**src/rtl/scr1_imem_router_mp.sv**
```systemverilog
// scr1_imem_router_mp: N-port instruction-memory router for the SCR1 IMEM interface.
// Each fetch address is decoded against per-port mask/pattern windows (lowest index wins).
// Up to OUTST_MAX fetches may be in flight at once. All in-flight fetches go to the same port,
// so responses come back in order. A fetch to a different port waits until the last
// outstanding response returns; it may issue in that same cycle.
// Responses are passed combinationally from the port that holds the in-flight fetches.
// Optional macro SCR1_IMEM_ROUTER_DECERR_EN: an address that matches no window is not forwarded.
// The router acks it locally and answers with RDY_ER on the next cycle. Without the macro,
// unmatched addresses go to port NPORTS-1.
// SCR1_TRGT_SIMULATION enables the embedded assertions.

`ifndef SCR1_IMEM_AWIDTH
`define SCR1_IMEM_AWIDTH 32
`endif
`ifndef SCR1_IMEM_DWIDTH
`define SCR1_IMEM_DWIDTH 32
`endif

module scr1_imem_router_mp #(
    parameter int NPORTS    = 2,
    parameter int OUTST_MAX = 2,
    parameter logic [NPORTS*`SCR1_IMEM_AWIDTH-1:0] ADDR_MASK =
        {NPORTS{{(`SCR1_IMEM_AWIDTH-16){1'b1}}, 16'h0000}},
    parameter logic [NPORTS*`SCR1_IMEM_AWIDTH-1:0] ADDR_PATT = '0
) (
    input  logic                                clk,
    input  logic                                rst_n,
    input  logic                                imem_req,
    input  logic                                imem_cmd,
    input  logic [`SCR1_IMEM_AWIDTH-1:0]        imem_addr,
    output logic                                imem_req_ack,
    output logic [`SCR1_IMEM_DWIDTH-1:0]        imem_rdata,
    output logic [1:0]                          imem_resp,
    output logic [NPORTS-1:0]                   port_req,
    output logic [NPORTS-1:0]                   port_cmd,
    output logic [NPORTS*`SCR1_IMEM_AWIDTH-1:0] port_addr,
    input  logic [NPORTS-1:0]                   port_req_ack,
    input  logic [NPORTS*`SCR1_IMEM_DWIDTH-1:0] port_rdata,
    input  logic [NPORTS*2-1:0]                 port_resp
);

    localparam int AW = `SCR1_IMEM_AWIDTH;
    localparam int DW = `SCR1_IMEM_DWIDTH;
    // cur must be able to hold the pseudo-index NPORTS (local decode error)
    localparam int CW = $clog2(NPORTS + 1);
    localparam int NW = $clog2(OUTST_MAX + 1);

    localparam logic       CMD_RD      = 1'b0;
    localparam logic [1:0] RESP_NOTRDY = 2'b00;
    localparam logic [1:0] RESP_RDY_OK = 2'b01;
    localparam logic [1:0] RESP_RDY_ER = 2'b10;

    logic [NW-1:0] cnt_reg, cnt_next;
    logic [CW-1:0] cur_reg, cur_next;
    logic [CW-1:0] sel;
    logic          sel_ack;
    logic          sel_is_port;
    logic [NPORTS-1:0] hit;
    logic [1:0]    resp_a  [NPORTS];
    logic [DW-1:0] rdata_a [NPORTS];
    logic [1:0]    cur_resp;
    logic [DW-1:0] cur_rdata;
    logic          pop;
    logic          push;
    logic          can_issue;
    logic [NW-1:0] cnt_left;

    // Per-port window match and unpacking of the response buses
    generate
        for (genvar gi = 0; gi < NPORTS; gi++) begin : g_port_in
            assign hit[gi]     = ((imem_addr & ADDR_MASK[gi*AW +: AW]) == ADDR_PATT[gi*AW +: AW]);
            assign resp_a[gi]  = port_resp[gi*2 +: 2];
            assign rdata_a[gi] = port_rdata[gi*DW +: DW];
        end
    endgenerate

    // Address decode: the lowest matching window wins. With no match, use the default port
    // or the local-error pseudo-port.
    always_comb begin
`ifdef SCR1_IMEM_ROUTER_DECERR_EN
        sel = CW'(NPORTS);
`else
        sel = CW'(NPORTS - 1);
`endif
        for (int i = NPORTS - 1; i >= 0; i--) begin
            if (hit[i]) begin
                sel = CW'(i);
            end
        end
    end

    // Response mux from the port owning the in-flight fetches.
    // The pseudo-port answers with an error.
    always_comb begin
        cur_resp  = RESP_NOTRDY;
        cur_rdata = '0;
        if (cnt_reg != '0) begin
`ifdef SCR1_IMEM_ROUTER_DECERR_EN
            if (cur_reg == CW'(NPORTS)) begin
                cur_resp = RESP_RDY_ER;
            end
`endif
            for (int i = 0; i < NPORTS; i++) begin
                if (cur_reg == CW'(i)) begin
                    cur_resp  = resp_a[i];
                    cur_rdata = rdata_a[i];
                end
            end
        end
    end

    // Issue decision: respect the in-flight limit, and keep all in-flight fetches on one port
    always_comb begin
        pop      = (cnt_reg != '0) && ((cur_resp == RESP_RDY_OK) || (cur_resp == RESP_RDY_ER));
        cnt_left = cnt_reg - NW'(pop);
`ifdef SCR1_IMEM_ROUTER_DECERR_EN
        sel_is_port = (sel != CW'(NPORTS));
`else
        sel_is_port = 1'b1;
`endif
        can_issue = rst_n & imem_req
                  & (cnt_left < NW'(OUTST_MAX))
                  & ((cnt_left == '0) | (sel == cur_reg))
                  & (sel_is_port | (cnt_left == '0));
        // A locally answered decode error needs no slave handshake
        sel_ack = !sel_is_port;
        for (int i = 0; i < NPORTS; i++) begin
            if (sel == CW'(i)) begin
                sel_ack = port_req_ack[i];
            end
        end
        push = can_issue & sel_ack;
    end

    assign imem_req_ack = push;
    assign imem_resp    = cur_resp;
    assign imem_rdata   = cur_rdata;

    // Per-port request outputs. Unselected ports see a clean read of address 0.
    generate
        for (genvar gi = 0; gi < NPORTS; gi++) begin : g_port_out
            assign port_req[gi]            = can_issue & (sel == CW'(gi));
            assign port_cmd[gi]            = (sel == CW'(gi)) ? imem_cmd : CMD_RD;
            assign port_addr[gi*AW +: AW]  = (sel == CW'(gi)) ? imem_addr : '0;
        end
    endgenerate

    // Next in-flight count and owning port
    always_comb begin
        cnt_next = cnt_reg + NW'(push) - NW'(pop);
        cur_next = push ? sel : cur_reg;
    end

    // State registers. An asynchronous reset drops all in-flight bookkeeping.
    always_ff @(posedge clk or negedge rst_n) begin
        if (!rst_n) begin
            cnt_reg <= '0;
            cur_reg <= '0;
        end else begin
            cnt_reg <= cnt_next;
            cur_reg <= cur_next;
        end
    end

`ifdef SCR1_TRGT_SIMULATION
    a_no_x_req: assert property (@(posedge clk) disable iff (!rst_n)
        imem_req |-> !$isunknown({imem_cmd, imem_addr}));
    a_cnt_max: assert property (@(posedge clk) disable iff (!rst_n)
        cnt_reg <= NW'(OUTST_MAX));
    generate
        for (genvar gi = 0; gi < NPORTS; gi++) begin : g_sva
            a_no_stray: assert property (@(posedge clk) disable iff (!rst_n)
                (port_resp[gi*2 +: 2] != RESP_NOTRDY) |-> ((cnt_reg != '0) && (cur_reg == CW'(gi))));
        end
    endgenerate
`endif

endmodule

```
**config.mk**
```make
export PLATFORM = sky130hd
export DESIGN_NAME = scr1_imem_router_mp
export DESIGN_NICKNAME = d
export VERILOG_FILES = /design/src/rtl/scr1_imem_router_mp.sv
export SDC_FILE = /design/constraint.sdc
export NUM_CORES = 1
export LEC_CHECK = 0
export CORE_AREA = 2 2 81 83
export DETAILED_ROUTE_END_ITERATION = 8
export DIE_AREA = 0 0 83 85
export HOLD_SLACK_MARGIN = 0.05
export PLACE_DENSITY_LB_ADDON = 0.3
export SYNTH_ARGS = -nofsm -noshare
export SYNTH_HDL_FRONTEND = slang
export SYNTH_SLANG_ARGS = --single-unit
```
**constraint.sdc**
```tcl
create_clock -name clk -period 1.6 [get_ports clk]
set_input_delay 0.16 -clock clk [delete_from_list [all_inputs] [get_ports clk]]
set_output_delay 0.16 -clock clk [all_outputs]
set_load 0.05 [all_outputs]
```
==> impl_table.tex, run 1 <==
\begin{tabular}{lr}
\hline
Metric & Value \\
\hline
\multicolumn{2}{l}{\textbf{Clock tree}} \\
Root Buffer Master & clkbuf\_8 \\
Register clock-pin slew on the reported worst setup and hold paths & 0.03 ns \\
Clock tree from TritonCTS & yes \\
Clock tree buffer depth & 2 \\
Number of levels the H-tree was split into & 1 \\
Count of clock tree sinks & 3 \\
CTS buffer count & 3 \\
Clock Latency Late Sink & 0.22 ns \\
\multicolumn{2}{l}{\textbf{Logic synthesis}} \\
Number of warnings printed during yosys synthesis & 0 \\
Gate Count Post-Synth & 183 \\
Number of register bits inferred by synthesis & 3 \\
Number of different library cells in the post-synthesis netlist & 27 \\
Mean cell area of the mapped netlist & 6.80 µm² \\
Synthesized cell area & 1240 µm² \\
Share of the yosys chip area belonging to registers & 6.04\% \\
\multicolumn{2}{l}{\textbf{Detailed routing}} \\
Number of nets still failing antenna checks after routing & 0 \\
Routed wire length per instance & 14.7 µm \\
Routed vias/inst & 4.39 \\
Vias post-DR & 2058 \\
Number of detailed-route iterations in the first pass & 4 \\
DRT Wirelength & 6910 µm \\
Remaining design rule violation count & 0 \\
Initial detailed-routing violation count & 25 \\
\multicolumn{2}{l}{\textbf{Critical path}} \\
Maximum cell stage delay along the critical path & 0.43 ns \\
Startpoint type of the worst setup path & flip-flop \\
Master of the slowest instance on the critical path & dfrtp\_2 \\
Worst Setup End Kind & output port \\
CP Cell Sequence & o31ai\_4 -> nand2\_2 -> nor3\_4 -> buf\_12 \\
CP Data Arrival Time & 1.45 ns \\
Critical path required time & 1.44 ns \\
Max FO, Critical Path & 5 \\
Critical path type & flip-flop to output port \\
Cell family with the largest share of critical-path delay & flip-flops \\
Buf+Inv Stages, Crit Path & 1 \\
\multicolumn{2}{l}{\textbf{Global routing}} \\
Overall overflow remaining after global route & 0 \\
Largest net degree at the start of global routing & 35 \\
Number of global-route vias before repair & 2237 \\
Total routing resource utilization after global routing & 18.3\% \\
Global-route wire length before repair & 10700 µm \\
Number of antenna violations at the first check in global routing & 0 \\
\multicolumn{2}{l}{\textbf{Cells and area}} \\
Area growth, synth to finish & 253\% \\
Multi-input gate area & 1210 µm² \\
Number of antenna cells inserted & 0 \\
Net total in the final layout & 500 \\
Non-Filler Cell Area, Final & 4390 µm² \\
Layout filler cell count & 449 \\
Storage element area & 77.6 µm² \\
Number of flip-flops under the largest register name & 2 \\
Layout cells sized above 1 & 55.6\% \\
\multicolumn{2}{l}{\textbf{Outcome}} \\
Failing checks & setup timing \\
Result of the run & finished, violations left \\
\multicolumn{2}{l}{\textbf{STA}} \\
Pins Over Slew Limit & 0 \\
RSZ-0062 raised after global routing & yes \\
FMAX & 622 MHz \\
Setup\_tns & -0.00763 ns \\
Time the final worst path needs with I/O delays and setup & 1.61 ns \\
Final period util & 100\% \\
Smallest setup slack after layout & -0.00763 ns \\
Final Hold Fails & 0 \\
Worst Clk Skew & 0.00365 ns \\
Final setup violating endpoints & 1 \\
\multicolumn{2}{l}{\textbf{Die}} \\
X dimension of the die & 83 µm \\
Initial Util & 20.0\% \\
Height of the die & 85 µm \\
Die ar. & 7060 µm² \\
Io pins & 209 \\
Standard cell core area & 6200 µm² \\
\# rows & 29 \\
\multicolumn{2}{l}{\textbf{Worst hold path}} \\
Class of the tightest hold or removal check & input pin to asynchronous set/reset pin \\
\multicolumn{2}{l}{\textbf{Power and ir drop}} \\
Total power after layout & 3.06 mW \\
Static leakage & 2.08 nW \\
Areal power density over the cells & 696 nW/µm² \\
Max VDD drop & 0.559 mV \\
\multicolumn{2}{l}{\textbf{Placed design}} \\
DP HPWL & 5620 µm \\
GP Congestion & 0.819 \\
Port buffer count & 192 \\
Cell area after placement & 3990 µm² \\
Pre-CTS setup slack & -0.414 ns \\
\multicolumn{2}{l}{\textbf{Run}} \\
Number of max-capacitance violations reported & 0 \\
\hline
\end{tabular}
-- where the power goes --
group          switching (mW)  internal (mW)  total, mW
Combinational            1.47           1.25       2.72
Sequential             0.0181         0.0882      0.106
Clock                  0.0566          0.170      0.227
-- path summary, 6_finish.rpt --
check / start / endpoint / slack, ns / depth (start not counted)
worst max register to register: cur_reg[0] / cnt_reg[0] / 0.10 / 4
max in group asynchronous: rst_n / cur_reg[0] / 1.15 / 2
min in group clk: imem_addr[23] / port_addr[55] / 0.54 / 2
worst min-delay path: rst_n / cnt_reg[0] / 0.34 / 2
worst max-delay path: cnt_reg[0] / port_req[0] / -0.008 / 4
worst min register to register: cur_reg[0] / cur_reg[0] / 0.74 / 2
-- area by class of cell --
| class | instances | area share [%] |
|---|---|---|
| multi-input cells | 150 | 27.6 |
| well taps | 77 | 2.20 |
| repair buffers | 235 | 67.4 |
| flip-flops and latches | 3 | 1.77 |
| clock buffers | 4 | 1.03 |
-- layout by cell type (no fill, tap or decap), types with 2 or more instances in the layout --
master and n:
a211oi_1 2, and2_1 10, and2_4 24, buf_12 66, buf_2 5, buf_4 42
buf_6 22, buf_8 7, clkbuf_8 3, clkdlybuf4s15_2 4, clkdlybuf4s50_1 85, conb_1 16
dfrtp_2 2, dlygate4sd2_1 2, mux2i_1 34, nand2_2 2, nand4_1 3, nor2_1 11
nor2_2 23, nor4_4 4, o21ai_1 3, xnor2_2 2
-- through the flow --
stage	std cells	utilization (%)	hold WS [ns]
floorplan	198	-	-0.136
global placement	452	64.3	0.534
detailed placement	452	64.3	0.537
CTS	466	69.0	0.303
global route	469	70.7	0.358
finish	469	70.7	0.342
-- cell usage after synthesis, drive strengths merged --
| library cell | count | area [µm²] |
|---|---|---|
| nor2 | 35 | 131 |
| and2 | 34 | 213 |
| mux2i | 34 | 340 |
| buf | 25 | 171 |
| clkbuf | 20 | 75.1 |
| nor4 | 4 | 50.1 |
| o21ai | 4 | 20.0 |
| dfrtp | 3 | 75.1 |
| nand2 | 3 | 11.3 |
| nand4 | 3 | 18.8 |
| xnor2 | 3 | 26.3 |
| a211oi | 2 | 15.0 |
| nand3 | 2 | 15.0 |
| nor3 | 2 | 10.0 |
| a21oi | 1 | 5.00 |
| a32o | 1 | 10.0 |
| and4 | 1 | 8.76 |
| conb | 1 | 3.75 |
| ha | 1 | 12.5 |
| mux2 | 1 | 11.3 |
| nand2b | 1 | 6.26 |
| o22ai | 1 | 6.26 |
| o31ai | 1 | 7.51 |
-- per-layer routing --
layer | up-vias | global-route usage, % | routed length [µm]
li1 | 990 | - | -
met1 | 928 | 18.6 | 2290
met2 | 134 | 36.7 | 3900
met3 | 6 | 6.03 | 660
met4 | 0 | 3.13 | 57
met5 | - | 0 | 0
-- what timing repair did --
action,4_1_cts,5_1_grt
gates resized for setup,130,26
setup buffers,10,2
endpoints found under the setup margin,55,68
cloned,0,1
hold buffers,0,0
pin swaps,12,11
-- logic make-up (layout without fill, tap and decap cells) --
family / count (synthesis) / count (layout) / synth area share, %
buf+inv: 45 / 239 / 19.8
flops: 3 / 3 / 6.04
xor+xnor: 3 / 3 / 2.11
fa+ha+maj: 1 / 1 / 1.01
other cells: 1 / 16 / 0.302
compound gates: 10 / 10 / 5.13
mux: 35 / 35 / 28.3
simple gates: 85 / 85 / 37.3
(Power assumes the default switching activity.)
==> run 2: changes to the inputs <==
--- a/config.mk
+++ b/config.mk
@@ -5,9 +5,9 @@
 export SDC_FILE = /design/constraint.sdc
 export NUM_CORES = 1
 export LEC_CHECK = 0
-export CORE_AREA = 2 2 81 83
+export CORE_MARGIN = 2
+export CORE_UTILIZATION = 20
 export DETAILED_ROUTE_END_ITERATION = 8
-export DIE_AREA = 0 0 83 85
 export HOLD_SLACK_MARGIN = 0.05
 export PLACE_DENSITY_LB_ADDON = 0.3
 export SYNTH_ARGS = -nofsm -noshare
==> constraint.sdc (replaced) <==
create_clock -name clk -period 1.4 [get_ports clk]
set_input_delay 0.14 -clock clk [delete_from_list [all_inputs] [get_ports clk]]
set_output_delay 0.14 -clock clk [all_outputs]
set_load 0.05 [all_outputs]
==> run 2 against run 1 <==
  * Critical path depth rose by 4
  * Highest routed layer unchanged
  * Count of clock-buffer cells in the layout did not move
  * Total power rose by 39%
  * Worst hold slack improved by 0.24 ns
  * Setup slack got worse by 0.30 ns
  * The flow still finishes with violations (setup timing)
  * Cell count rose by 4.5%
==> impl_table.tex, run 2 (synthesis results as in run 1) <==
\begin{tabular}{lr}
\hline
Metric & Value \\
\hline
\multicolumn{2}{l}{\textbf{Critical path}} \\
CP Data Arrival Time & 1.57 ns (+0.12 ns) \\
CP Cell Sequence & buf\_8 -> nor4\_4 -> nand4\_1 -> buf\_6 -> nand4\_1 -> o22ai\_4 -> buf\_6 -> buf\_12 \\
Max FO, Critical Path & 6 (+1) \\
Startpoint type of the worst setup path & input pin \\
Buf+Inv Stages, Crit Path & 4 (+3) \\
Crit path depth & 8 (+4) \\
Worst Setup End Kind & output port \\
Maximum cell stage delay along the critical path & 0.35 ns (-0.08 ns) \\
Cell family with the largest share of critical-path delay & simple AND/OR/NAND/NOR gates \\
Master of the slowest instance on the critical path & nor4\_4 \\
Critical path type & input pin to output port \\
R2R Path Start & cur\_reg[0] \\
R2R cell count & 7 (+3) \\
Critical path required time & 1.26 ns (-0.18 ns) \\
R2R Setup Slk & -0.20 ns (-0.30 ns) \\
Worst reg2reg path endpoint & cnt\_reg[1] \\
\multicolumn{2}{l}{\textbf{Die}} \\
Initial Util & 20.9\% (+0.84 points) \\
Height of the die & 82.9 µm (-2.5\%) \\
X dimension of the die & 82.9 µm (-0.17\%) \\
Die ar. & 6860 µm² (-2.7\%) \\
Standard cell core area & 5960 µm² (-4.0\%) \\
Io pins & 209 (unchanged) \\
\# rows & 28 (-3.4\%) \\
\multicolumn{2}{l}{\textbf{Cells and area}} \\
Area growth, synth to finish & 314\% \\
Non-Filler Cell Area, Final & 5150 µm² (+17\%) \\
Commonest cells after routing, fill and taps aside & clkdlybuf4s50\_1, buf\_12, and2\_4, buf\_4, nor2\_4 \\
Number of antenna cells inserted & 0 (unchanged) \\
Layout cells sized above 1 & 65.3\% (+9.7 points) \\
Number of flip-flops under the largest register name & 2 (unchanged) \\
Net total in the final layout & 523 (+4.6\%) \\
Commonest non-fill, non-tap cell in the layout & clkdlybuf4s50\_1 \\
\multicolumn{2}{l}{\textbf{Outcome}} \\
Failing checks & setup timing \\
Result of the run & finished, violations left \\
\multicolumn{2}{l}{\textbf{Global routing}} \\
Number of global-route vias before repair & 2492 (+11\%) \\
Total routing resource utilization after global routing & 24.1\% (+5.7 points) \\
Overall overflow remaining after global route & 0 (unchanged) \\
Largest net degree at the start of global routing & 12 (-66\%) \\
Number of antenna violations at the first check in global routing & 0 (unchanged) \\
Global-route wire length before repair & 13400 µm (+25\%) \\
\multicolumn{2}{l}{\textbf{STA}} \\
Final setup violating endpoints & 74 (+73) \\
Worst Clk Skew & 0.00524 ns (+0.00160 ns) \\
Smallest setup slack after layout & -0.309 ns (-0.302 ns) \\
Setup\_tns & -14.63 ns (-14.62 ns) \\
Pins Over Slew Limit & 0 (unchanged) \\
RSZ-0062 raised after global routing & yes \\
FMAX & 585 MHz \\
Time the final worst path needs with I/O delays and setup & 1.71 ns \\
Final period util & 122\% \\
Final Hold Fails & 0 (unchanged) \\
\multicolumn{2}{l}{\textbf{Power and ir drop}} \\
Max VDD drop & 0.839 mV (+50\%) \\
Areal power density over the cells & 822 nW/µm² (+18\%) \\
Sw frac & 48.4\% (-2.3 points) \\
Cell-internal power & 2.18 mW (+45\%) \\
Static leakage & 2.25 nW (+8.2\%) \\
Clock network fraction of design power & 6.1\% (-1.3 points) \\
Combinational fraction of design power & 91.0\% (+1.9 points) \\
Part of the total power dissipated in sequential elements & 2.9\% (-0.6 points) \\
Switching Power & 2.05 mW (+32\%) \\
\multicolumn{2}{l}{\textbf{Clock tree}} \\
Clock tree buffer depth & 2 (unchanged) \\
Clock Latency Late Sink & 0.22 ns (about the same) \\
Count of clock tree sinks & 3 (unchanged) \\
Register clock-pin slew on the reported worst setup and hold paths & 0.03 ns (about the same) \\
Root Buffer Master & clkbuf\_8 \\
Clock tree from TritonCTS & yes \\
CTS buffer count & 3 (unchanged) \\
Number of levels the H-tree was split into & 1 (unchanged) \\
\multicolumn{2}{l}{\textbf{Detailed routing}} \\
Remaining design rule violation count & 0 (unchanged) \\
Number of detailed-route iterations in the first pass & 4 (unchanged) \\
Vias post-DR & 2219 (+7.8\%) \\
DRT Wirelength & 9240 µm (+34\%) \\
Number of nets still failing antenna checks after routing & 0 (unchanged) \\
Routed vias/inst & 4.53 (+3.2\%) \\
Routed wire length per instance & 18.9 µm (+28\%) \\
Initial detailed-routing violation count & 51 (+100\%) \\
\multicolumn{2}{l}{\textbf{Placed design}} \\
Cell area after placement & 4290 µm² (+7.3\%) \\
Port buffer count & 192 (unchanged) \\
DP HPWL & 6080 µm (+8.3\%) \\
Pre-CTS setup slack & -0.575 ns (-0.161 ns) \\
GP Congestion & 0.775 (-5.4\%) \\
\multicolumn{2}{l}{\textbf{Worst hold path}} \\
Class of the tightest hold or removal check & input pin to asynchronous set/reset pin \\
\multicolumn{2}{l}{\textbf{Run}} \\
Number of max-capacitance violations reported & 0 (unchanged) \\
\hline
\end{tabular}
## run 2: cell types whose count changed in the layout (fill, tap and decap cells not counted), sizes merged
cell           delta
buf              +22
clkdlybuf4s15     -2
dlygate4sd2       +3
clkdlybuf4s50     -1
dlygate4sd3       +1
## run 2: cell type report
class	count	area, µm²
Multi-Input combinational cell	150	1520
Clock buffer	4	45.0
Timing Repair Buffer	258	3420
Fill cell	282	805
Tap cell	75	93.8
Sequential cell	3	77.6
## run 2: worst max path at each step
stage | startpoint | end | slack, ns
2_1_floorplan | cur_reg[0] | cnt_reg[0] | -0.27
3_3_place_gp | imem_addr[25] | imem_req_ack | -0.56
3_5_place_dp | imem_addr[22] | imem_req_ack | -0.58
4_1_cts | cur_reg[0] | imem_rdata[26] | -0.23
5_1_grt | imem_addr[31] | imem_req_ack | -0.35
6_report | imem_addr[28] | imem_req_ack | -0.31
## run 2: stage by stage
stage	total power, mW	hold slack [ns]	cells	utilization [%]
CTS	4.14	0.577	478	81.8
floorplan	1.72	-0.156	198	-
finish	4.23	0.584	490	86.5
detailed placement	3.62	0.525	459	72.0
global route	4.38	0.605	490	86.5
global placement	3.59	0.508	459	72.0
## run 2: power by group through the flow
stage | sequential, mW | clock, mW | combinational [mW]
floorplan | 0.102 | 0 | 1.62
global placement | 0.113 | 0 | 3.47
detailed placement | 0.114 | 0 | 3.51
CTS | 0.122 | 0.265 | 3.75
global route | 0.125 | 0.278 | 3.98
finish | 0.122 | 0.257 | 3.85
## run 2: layer usage
layer | GRT usage, % | vias to the layer above | routed length [µm]
met4 | 5.22 | 0 | 189
met5 | 0 | - | 0
met1 | 24.9 | 1037 | 3140
met3 | 7.16 | 16 | 824
met2 | 47.1 | 138 | 5090
li1 | - | 1028 | -
## run 2: repair_timing
item                                    in CTS  in global routing
hold buffers                                 1                  0
pin swaps                                   51                 18
gates resized for setup                    184                 52
endpoints found under the hold margin        3                  0
buffers inserted                            11                 14
endpoints found under the setup margin      74                 74
cloned                                       3                  1
## run 2: worst reg2reg max path, delay by kind of cell (launching register included)
| kind | cells | cell delay [ns] |
|---|---|---|
| flip-flops | 1 | 0.48 |
| multiplexers | 1 | 0.31 |
| buffers and inverters | 2 | 0.28 |
| adder cells (fa/ha/maj) | 1 | 0.17 |
| XOR/XNOR | 1 | 0.12 |
| AND/OR/NAND/NOR | 1 | 0.07 |
| AO/OA/AOI/OAI | 1 | 0.05 |
